## config.mk

```make
export PLATFORM = sky130hd
export DESIGN_NAME = rv_mem_arbiter
export DESIGN_NICKNAME = d
export VERILOG_FILES = /design/src/rtl/rv_arb_pkg.sv /design/src/rtl/rv_arb_timeout_ctr.sv /design/src/rtl/rv_mem_arbiter.sv
export SDC_FILE = /design/constraint.sdc
export NUM_CORES = 1
export LEC_CHECK = 0
export BUFFER_PORTS_ARGS = -buffer_cell sky130_fd_sc_hd__buf_2
export CAP_MARGIN = 20
export CORE_AREA = 2 2 110 112
export CTS_CLUSTER_SIZE = 28
export DETAILED_ROUTE_END_ITERATION = 10
export DIE_AREA = 0 0 112 114
export MAX_ROUTING_LAYER = met4
export PLACE_DENSITY = 0.74
export RECOVER_POWER = 25
export SYNTH_ARGS = -nofsm -noshare
export SYNTH_HDL_FRONTEND = slang
export SYNTH_SLANG_ARGS = --single-unit
```

## constraint.sdc

```tcl
create_clock -name clk -period 4.9 [get_ports clk]
set_input_delay 0.98 -clock clk [delete_from_list [all_inputs] [get_ports clk]]
set_output_delay 0.98 -clock clk [all_outputs]
set_load 0.01 [all_outputs]
```

## src/rtl/rv_arb_pkg.sv

```systemverilog
// Shared types for the IF/MEM unified-memory arbiter: FSM states, owner tags
// and the latched request record.
package rv_arb_pkg;

  localparam int ARB_AW = 32;
  localparam int ARB_DW = 32;
  localparam int ARB_BW = ARB_DW / 8;

  typedef enum logic [1:0] {IDLE, ISSUE, WAIT} arb_state_e;
  typedef enum logic [1:0] {NONE, IFETCH, DATA} arb_owner_e;

  // Field widths follow ARB_AW/ARB_DW; overriding the arbiter widths means editing these too.
  typedef struct packed {
    logic              we;
    logic [ARB_BW-1:0] be;
    logic [ARB_AW-1:0] addr;
    logic [ARB_DW-1:0] wdata;
  } arb_req_t;

endpackage

```

## src/rtl/rv_arb_timeout_ctr.sv

```systemverilog
// Saturating WAIT-state response timer; expire flags the last allowed cycle.
// TIMEOUT_CYC=0 removes the counter and never expires.
module rv_arb_timeout_ctr #(
  parameter int TIMEOUT_CYC = 255
) (
  input  logic clk,
  input  logic rst,
  input  logic en,
  input  logic clr,
  output logic expire
);

  localparam int TW = (TIMEOUT_CYC > 0) ? $clog2(TIMEOUT_CYC + 1) : 1;

  generate
    if (TIMEOUT_CYC == 0) begin : g_off
      assign expire = 1'b0;
    end else begin : g_on
      logic [TW-1:0] timer_reg;

      always_ff @(posedge clk) begin
        if (rst || clr) begin
          timer_reg <= '0;
        end else if (en && (timer_reg != {TW{1'b1}})) begin
          timer_reg <= timer_reg + 1'b1;
        end
      end

      assign expire = en && (timer_reg == TW'(TIMEOUT_CYC - 1));
    end
  endgenerate

endmodule

```

## src/rtl/rv_mem_arbiter.sv

```systemverilog
// Single-outstanding arbiter sharing one memory port between fetch and load/store.
// Define RV_ARB_FAIR_EN to force a fetch grant after MAX_DSTREAK back-to-back data grants.
module rv_mem_arbiter
  import rv_arb_pkg::*;
#(
  parameter int AW          = ARB_AW,
  parameter int DW          = ARB_DW,
  parameter int TIMEOUT_CYC = 255
`ifdef RV_ARB_FAIR_EN
  , parameter int MAX_DSTREAK = 4
`endif
) (
  input  logic            clk,
  input  logic            rst,
  input  logic            i_req,
  input  logic [AW-1:0]   i_addr,
  output logic            i_gnt,
  output logic            i_rvalid,
  output logic [DW-1:0]   i_rdata,
  output logic            i_err,
  input  logic            d_req,
  input  logic            d_we,
  input  logic [DW/8-1:0] d_be,
  input  logic [AW-1:0]   d_addr,
  input  logic [DW-1:0]   d_wdata,
  output logic            d_gnt,
  output logic            d_rvalid,
  output logic [DW-1:0]   d_rdata,
  output logic            d_err,
  output logic            m_req,
  output logic            m_we,
  output logic [DW/8-1:0] m_be,
  output logic [AW-1:0]   m_addr,
  output logic [DW-1:0]   m_wdata,
  input  logic            m_ready,
  input  logic            m_rvalid,
  input  logic [DW-1:0]   m_rdata
);

  arb_state_e state_reg, state_next;
  arb_owner_e owner_reg, owner_next;
  arb_req_t   req_reg, req_next;
  logic       tmo_expire;
  logic       fetch_wins;
  logic [DW-1:0] resp_data;

  rv_arb_timeout_ctr #(.TIMEOUT_CYC(TIMEOUT_CYC)) u_tmo (
    .clk    (clk),
    .rst    (rst),
    .en     (state_reg == WAIT),
    .clr    (state_reg != WAIT),
    .expire (tmo_expire)
  );

`ifdef RV_ARB_FAIR_EN
  localparam int SW = $clog2(MAX_DSTREAK + 1);
  logic [SW-1:0] streak_reg;

  always_ff @(posedge clk) begin
    if (rst || i_gnt) begin
      streak_reg <= '0;
    end else if (d_gnt && (streak_reg != SW'(MAX_DSTREAK))) begin
      streak_reg <= streak_reg + 1'b1;
    end
  end

  assign fetch_wins = i_req && (!d_req || (streak_reg == SW'(MAX_DSTREAK)));
`else
  assign fetch_wins = i_req && !d_req;
`endif

  // A real response beats a same-cycle timeout; an abort returns zero data.
  assign resp_data = m_rvalid ? m_rdata : '0;

  always_ff @(posedge clk) begin
    if (rst) begin
      state_reg <= IDLE;
      owner_reg <= NONE;
      req_reg   <= '0;
    end else begin
      state_reg <= state_next;
      owner_reg <= owner_next;
      req_reg   <= req_next;
    end
  end

  always_comb begin
    state_next = state_reg;
    owner_next = owner_reg;
    req_next   = req_reg;
    i_gnt      = 1'b0;
    i_rvalid   = 1'b0;
    i_rdata    = '0;
    i_err      = 1'b0;
    d_gnt      = 1'b0;
    d_rvalid   = 1'b0;
    d_rdata    = '0;
    d_err      = 1'b0;
    m_req      = 1'b0;
    m_we       = 1'b0;
    m_be       = '0;
    m_addr     = '0;
    m_wdata    = '0;
    // Outputs stay silent during reset so an in-flight response is dropped.
    if (!rst) begin
      case (state_reg)
        IDLE: begin
          if (fetch_wins) begin
            i_gnt         = 1'b1;
            owner_next    = IFETCH;
            req_next.we   = 1'b0;
            req_next.be   = '1;
            req_next.addr = i_addr;
            req_next.wdata = '0;
            state_next    = ISSUE;
          end else if (d_req) begin
            d_gnt          = 1'b1;
            owner_next     = DATA;
            req_next.we    = d_we;
            req_next.be    = d_be;
            req_next.addr  = d_addr;
            req_next.wdata = d_wdata;
            state_next     = ISSUE;
          end
        end
        ISSUE: begin
          m_req   = 1'b1;
          m_we    = req_reg.we;
          m_be    = req_reg.be;
          m_addr  = req_reg.addr;
          m_wdata = req_reg.wdata;
          if (m_ready) state_next = WAIT;
        end
        WAIT: begin
          if (m_rvalid || tmo_expire) begin
            if (owner_reg == IFETCH) begin
              i_rvalid = 1'b1;
              i_err    = !m_rvalid;
              i_rdata  = resp_data;
            end else begin
              d_rvalid = 1'b1;
              d_err    = !m_rvalid;
              d_rdata  = req_reg.we ? '0 : resp_data;
            end
            owner_next = NONE;
            state_next = IDLE;
          end
        end
        default: state_next = IDLE;
      endcase
    end
  end

endmodule

```

==> out/qor.yml, run 1 <==
status:
  status: "completed"
place:
  portBuffers: 278
  place_congestion: 0.8347
  placed_cell_area_um2: 5450
  dp_hpwl_um: 9284
  dpl_worst_slack_ns: 1.344
synthesis:
  syn_inst: 535
  ys_warn_count: 0
  synth.cell_area_um2: 3999
  yosysUniqueCellTypes: 40
  synth-async-reset-ratio_pct: 0
  yosys_register_bits: 81
  synth_flop_cell: "dfxtp_1"
  synth_edf_count: 0
  ys_seq_area_share_pct: 40.55
  avgSynthCellArea_um2: 7.474
  synth_nets: 676
setup_path:
  crit_chain: "clkbuf_1, inv_1, a2111oi_0, buf_2"
  cp_max_fo: 36
  crit_arrival_ns: 3.02
  critical_path.max_stage_delay_ns: 1.05
  path_delay_family: "buffers and inverters"
  reg2reg_setup_slack_ns: 3.08
  start_kind: "primary input"
  rr_worst_depth: 5
  endpoint_kind: "output port"
  crit_slowest_cell: "clkbuf_1"
  timing.rr.end: "req_reg[17]$_SDFFE_PP0P_"
  crit_buf_inv: 3
  r2r_start: "state_reg[1]$_SDFFE_PP0P_"
  critical_path_class: "in2out"
  crit_required_ns: 3.92
timing:
  finalCriticalPeriod_ns: 4.001
  fin_setup_tns_ns: 0
  fin_skew_ns: 0.004577
  slew_headroom_pct: 1.439
  fin_crit_sh_pct: 81.66
  finalSetupViolations: 0
  final_max_slew_viol_count: 0
  tightest_slew_ns: 1.478
  rsz0062_at_grt: "false"
  setup_ws_ns: 0.8987
  hold_viol_final: 0
  fmax_mhz: 249.9
clock_network:
  cts_setup_buffers: 0
  clk_pin_slew_worst_paths_ns: 0.06
  cts_resized: 0
  cts-root-buf: "clkbuf_16"
  cts_tree: "built"
  htree_levels: 3
  cts_max_path_buffers: 2
  cts_buffers: 9
  hold_buffers: 0
  clkSinkCount: 81
  worstSkewPairLatency_ns: 0.33
route:
  routed_wl_um: 12820
  num_vias: 4515
  first_pass_iters: 5
  drtAntennaViolNets: 0
  routed_via_density: 4.819
  routedWlPerCell_um: 13.68
  post-route-drc-count: 0
  first_iter_violations: 259
grt:
  grt_overflow: 0
  track_usage_pct: 19.78
  grt_start_max_net_pins: 76
  antenna_found_initial: 0
  grt_pass1_vias: 4093
  grt_first_pass_wirelength_um: 20140
finish:
  area_growth_pct: 44.56
  drive_above_1_share_pct: 39.75
  final_common_cell: "buf_2"
  largest_register_ffs: 69
  finalNetCount: 927
  final_area_um2: 5781
  layout_common_cells: "276 x buf_2, 131 x nor2_1, 81 x dfxtp_1"
  nFillCells: 1230
  antenna_cells: 0
floorplanning:
  die_h_um: 114
  die_x_um: 112
  rows: 40
  coreArea_um2: 11710
  initial_core_util_pct: 34.15
  num_io_pins: 279
  die_area_um2: 12770
power:
  p_leak_uw: 0.002945
  ir_drop_mv: 0.1688
  power_density_nw_per_um2: 311.1
  finalPower_uw: 1799
min_path:
  min_from: "u_tmo.g_on.timer_reg[4]$_SDFFE_PP0P_"
  hold_path.class: "reg2reg"
  hold_end: "u_tmo.g_on.timer_reg[4]$_SDFFE_PP0P_"
  whs_path_depth: 1
flow_run:
  cap_violations: 0
==> worst max path at each step <==
stage                   from           to  slack, ns  cells after the start
detailed placement       rst        i_err       1.34                      5
global route        m_rvalid     i_rvalid       0.73                      4
finish              m_rvalid     i_rvalid       0.90                      4
global placement         rst        i_err       1.44                      5
CTS                      rst        i_err       1.33                      5
floorplan                rst  d_rdata[21]       1.66                      7
==> area by class of cell <==
class | count | area (µm²) | area share (%)
inverter | 2 | 7.507 | 0.1299
clock inverter | 6 | 107.6 | 1.861
timing repair buffer | 287 | 1476 | 25.54
sequential | 81 | 1622 | 28.05
tap | 147 | 183.9 | 3.182
clock buffer | 9 | 225.2 | 3.896
multi-input combinational | 405 | 2158 | 37.34
==> per-layer routing <==
metal  routed length [µm]  up-vias  GRT usage [%]
met4                  214        0          6.667
met3                  852       15          3.560
met5                    0        -              -
met2                 6323      188          33.09
li1                     -     2300              -
met1                 5429     2012          24.29
==> power breakdown <==
part / total [µW] / internal [µW] / switching (µW)
registers: 745 / 716 / 29.2
clock network: 755 / 493 / 262
logic: 298 / 133 / 165
==> cell usage after synthesis, types with 4 or more instances <==
| cell | n | area share [%] |
|---|---|---|
| a21oi_1 | 8 | 1.0 |
| a22oi_1 | 33 | 6.2 |
| and2_1 | 70 | 11 |
| buf_2 | 6 | 0.75 |
| buf_6 | 5 | 1.4 |
| clkbuf_1 | 36 | 3.4 |
| dfxtp_1 | 81 | 41 |
| nand2_1 | 38 | 3.6 |
| nand2b_1 | 4 | 0.63 |
| nand3_1 | 5 | 0.63 |
| nor2_1 | 131 | 12 |
| nor2_2 | 10 | 1.6 |
| nor3_1 | 34 | 4.3 |
| o22ai_1 | 36 | 5.6 |
==> stage by stage <==
step	utilization, %	hold slack (ns)	instances
2_1_floorplan	-	0.4450	535
3_3_place_gp	46.30	0.4649	921
3_5_place_dp	46.54	0.4654	922
4_1_cts	49.38	0.4796	937
5_1_grt	49.36	0.5074	937
6_report	49.36	0.4872	937
==> worst reg2reg max path, stage by stage (launching register included) <==
cell	delay, ns
dfxtp_1	0.38
nor2_1	0.36
and2_1	0.58
buf_16	0.23
a22oi_1	0.10
nor2_1	0.11
==> logic make-up after synthesis <==
logic type / count (synthesis) / synth area share, %
compound gates: 91 / 15.27
xor+xnor: 2 / 0.4381
fa+ha+maj: 2 / 0.6257
buf+inv: 49 / 5.726
flops: 81 / 40.55
mux: 1 / 0.2503
simple gates: 309 / 37.14
(Power assumes the default switching activity.)
==> run 2: changes to the inputs <==
- clock period: 4.9 -> 3.85 ns (I/O delays scaled with it)
==> run 2 against run 1 <==
Compared with the run above:
- the flow now finishes with violations (capacitance limit, slew limit)
- core utilization decreased by 0.25 points
- worst hold slack improved by 0.00061 ns
- setup slack got worse by 0.038 ns
- wire length decreased by 1.4%
- sequential power increased by 27%
- critical path type is now reg2out
- critical endpoint unchanged
==> out/qor.yml, run 2 (synthesis results as in run 1) <==
status:
  status: "complete, but fails checks"
  violations: "capacitance limit, slew limit"
route:
  routed_wl_um: 12650  # -1.4%
  routedWlPerCell_um: 13.45  # -1.7%
  first_iter_violations: 259  # unchanged
  routed_via_density: 4.883  # +1.3%
  num_vias: 4590  # +1.7%
  first_pass_iters: 4  # -1
  drtAntennaViolNets: 0  # unchanged
  post-route-drc-count: 0  # unchanged
power:
  internal_power_uw: 1641  # +22%
  seq_power_share_pct: 42.9  # +1.5 points
  clkPwrFrac_pct: 40.3  # -1.7 points
  switchingPower_uw: 572.0  # +25%
  ir_drop_mv: 0.1901  # +13%
  power_density_nw_per_um2: 384.7  # +24%
  swShare_pct: 25.85  # +0.46 points
  p_leak_uw: 0.002935  # -0.31%
  pwr-share-comb_pct: 16.8  # +0.2 points
finish:
  largest_register_ffs: 69  # unchanged
  layout_common_cells: "278 x buf_2, 131 x nor2_1, 81 x dfxtp_1"
  antenna_cells: 0  # unchanged
  area_growth_pct: 43.84
  drive_above_1_share_pct: 39.72  # about the same
  final_common_cell: "buf_2"
  finalNetCount: 930  # +0.32%
  nFillCells: 1208  # -1.8%
  finalNonFillerCells: 940  # +0.32%
setup_path:
  cp_max_fo: 9  # -75%
  crit_slowest_cell: "a2111oi_0"
  rr_worst_depth: 5  # unchanged
  crit_required_ns: 3.08  # -0.84 ns
  path_delay_family: "compound AO/OA/AOI/OAI gates"
  crit_chain: "and4_1, nand4_1, a2111oi_0, buf_2"
  path_depth: 4  # unchanged
  critical_path_class: "reg2out"
  start_kind: "flop"
  crit_buf_inv: 1  # -2
  endpoint_kind: "output port"
  crit_arrival_ns: 2.22  # -0.80 ns
  critical_path.max_stage_delay_ns: 0.67  # -0.38 ns
grt:
  grt_pass1_vias: 4140  # +1.1%
  grt_overflow: 0  # unchanged
  grt_start_max_net_pins: 50  # -34%
  grt_first_pass_wirelength_um: 19630  # -2.5%
  track_usage_pct: 19.21  # -0.57 points
  antenna_found_initial: 0  # unchanged
floorplanning:
  die_x_um: 112  # unchanged
  die_area_um2: 12770  # unchanged
  num_io_pins: 279  # unchanged
  die_h_um: 114  # unchanged
  initial_core_util_pct: 34.15  # unchanged
  coreArea_um2: 11710  # unchanged
  rows: 40  # unchanged
place:
  dp.cells: 925  # +0.33%
  dpl_worst_slack_ns: 0.9508  # -0.3927 ns
  portBuffers: 278  # unchanged
  place_congestion: 0.8452  # +1.3%
  dp_hpwl_um: 9266  # -0.19%
timing:
  fmax_mhz: 334.5
  setup_ws_ns: 0.8607  # -0.03804 ns
  fin_skew_ns: 0.003994  # -0.0005831 ns
  finalCriticalPeriod_ns: 2.989
  fin_crit_sh_pct: 77.65
  fin_setup_tns_ns: 0  # unchanged
  final_max_slew_viol_count: 75  # +75
  finalSetupViolations: 0  # unchanged
  hold_viol_final: 0  # unchanged
  tightest_slew_ns: 1.752  # +0.2737 ns
  slew_headroom_pct: -16.81  # -18 points
  rsz0062_at_grt: "false"
clock_network:
  cts_tree: "built"
  worstSkewPairLatency_ns: 0.33  # about the same
  cts_setup_buffers: 0  # unchanged
  hold_buffers: 0  # unchanged
  clk_pin_slew_worst_paths_ns: 0.06  # about the same
  cts-root-buf: "clkbuf_16"
  htree_levels: 3  # unchanged
  cts_buffers: 9  # unchanged
  clkSinkCount: 81  # unchanged
  cts_resized: 0  # unchanged
  cts_max_path_buffers: 2  # unchanged
flow_run:
  cap_violations: 2  # +2
min_path:
  hold_path.class: "reg2reg"
  whs_path_depth: 1  # unchanged
## run 2: cell types whose count changed in the layout (fill, tap and decap cells not counted)
cell,before,now
clkinv_4,0,1
buf_4,8,10
o21ai_0,3,4
buf_16,1,0
clkbuf_1,2,3
buf_2,276,278
clkinv_2,2,1
bufinv_16,3,2
o21ai_2,1,0
## run 2: worst reg2reg max path: cells and delay by family (launching register included)
kind / cells / cell delay, ns
buffers and inverters: 1 / 1.25
AND/OR/NAND/NOR: 2 / 0.60
AO/OA/AOI/OAI: 2 / 0.45
flip-flops: 1 / 0.39
## run 2: area by class of cell
class	instances	area [µm²]	area share [%]
multi-input combinational	405	2155	37.46
inverter	2	7.507	0.1305
sequential	81	1622	28.19
clock buffer	10	229.0	3.981
clock inverter	5	81.33	1.414
tap	147	183.9	3.198
timing repair buffer	290	1474	25.63
## run 2: power by group through the flow
stage / Sequential (µW) / Clock (µW) / Combinational (µW)
global route: 957 / 964 / 416
floorplan: 953 / 0 / 238
CTS: 949 / 918 / 376
finish: 949 / 892 / 372
global placement: 965 / 0 / 371
detailed placement: 966 / 0 / 375
## run 2: worst paths after layout
kind | start | to | slack, ns
worst min-delay path | u_tmo.g_on.timer_reg[4]$_SDFFE_PP0P_ | u_tmo.g_on.timer_reg[4]$_SDFFE_PP0P_ | 0.49
worst min register to register | u_tmo.g_on.timer_reg[4]$_SDFFE_PP0P_ | u_tmo.g_on.timer_reg[4]$_SDFFE_PP0P_ | 0.49
worst max register to register | state_reg[1]$_SDFFE_PP0P_ | req_reg[46]$_SDFFE_PP0P_ | 1.08
worst max-delay path | u_tmo.g_on.timer_reg[2]$_SDFFE_PP0P_ | i_rvalid | 0.86
## run 2: per-layer routing
layer / part of all wire (%) / wire (µm) / GRT usage (%) / vias up
met5: 0 / 0 / - / -
met4: 1.8 / 225 / 7.236 / 0
met3: 6.5 / 818 / 3.135 / 17
met2: 49 / 6211 / 32.81 / 199
met1: 43 / 5390 / 22.94 / 2057
li1: - / - / - / 2317
## run 2: through the flow
stage / hold WS [ns] / instance area, µm² / utilization [%] / total power (µW)
2_1_floorplan: 0.4450 / 3999 / - / 1191
3_3_place_gp: 0.4680 / 5453 / 46.56 / 1336
3_5_place_dp: 0.4762 / 5453 / 46.56 / 1341
4_1_cts: 0.4915 / 5763 / 49.21 / 2243
5_1_grt: 0.5091 / 5752 / 49.11 / 2337
6_report: 0.4878 / 5752 / 49.11 / 2213
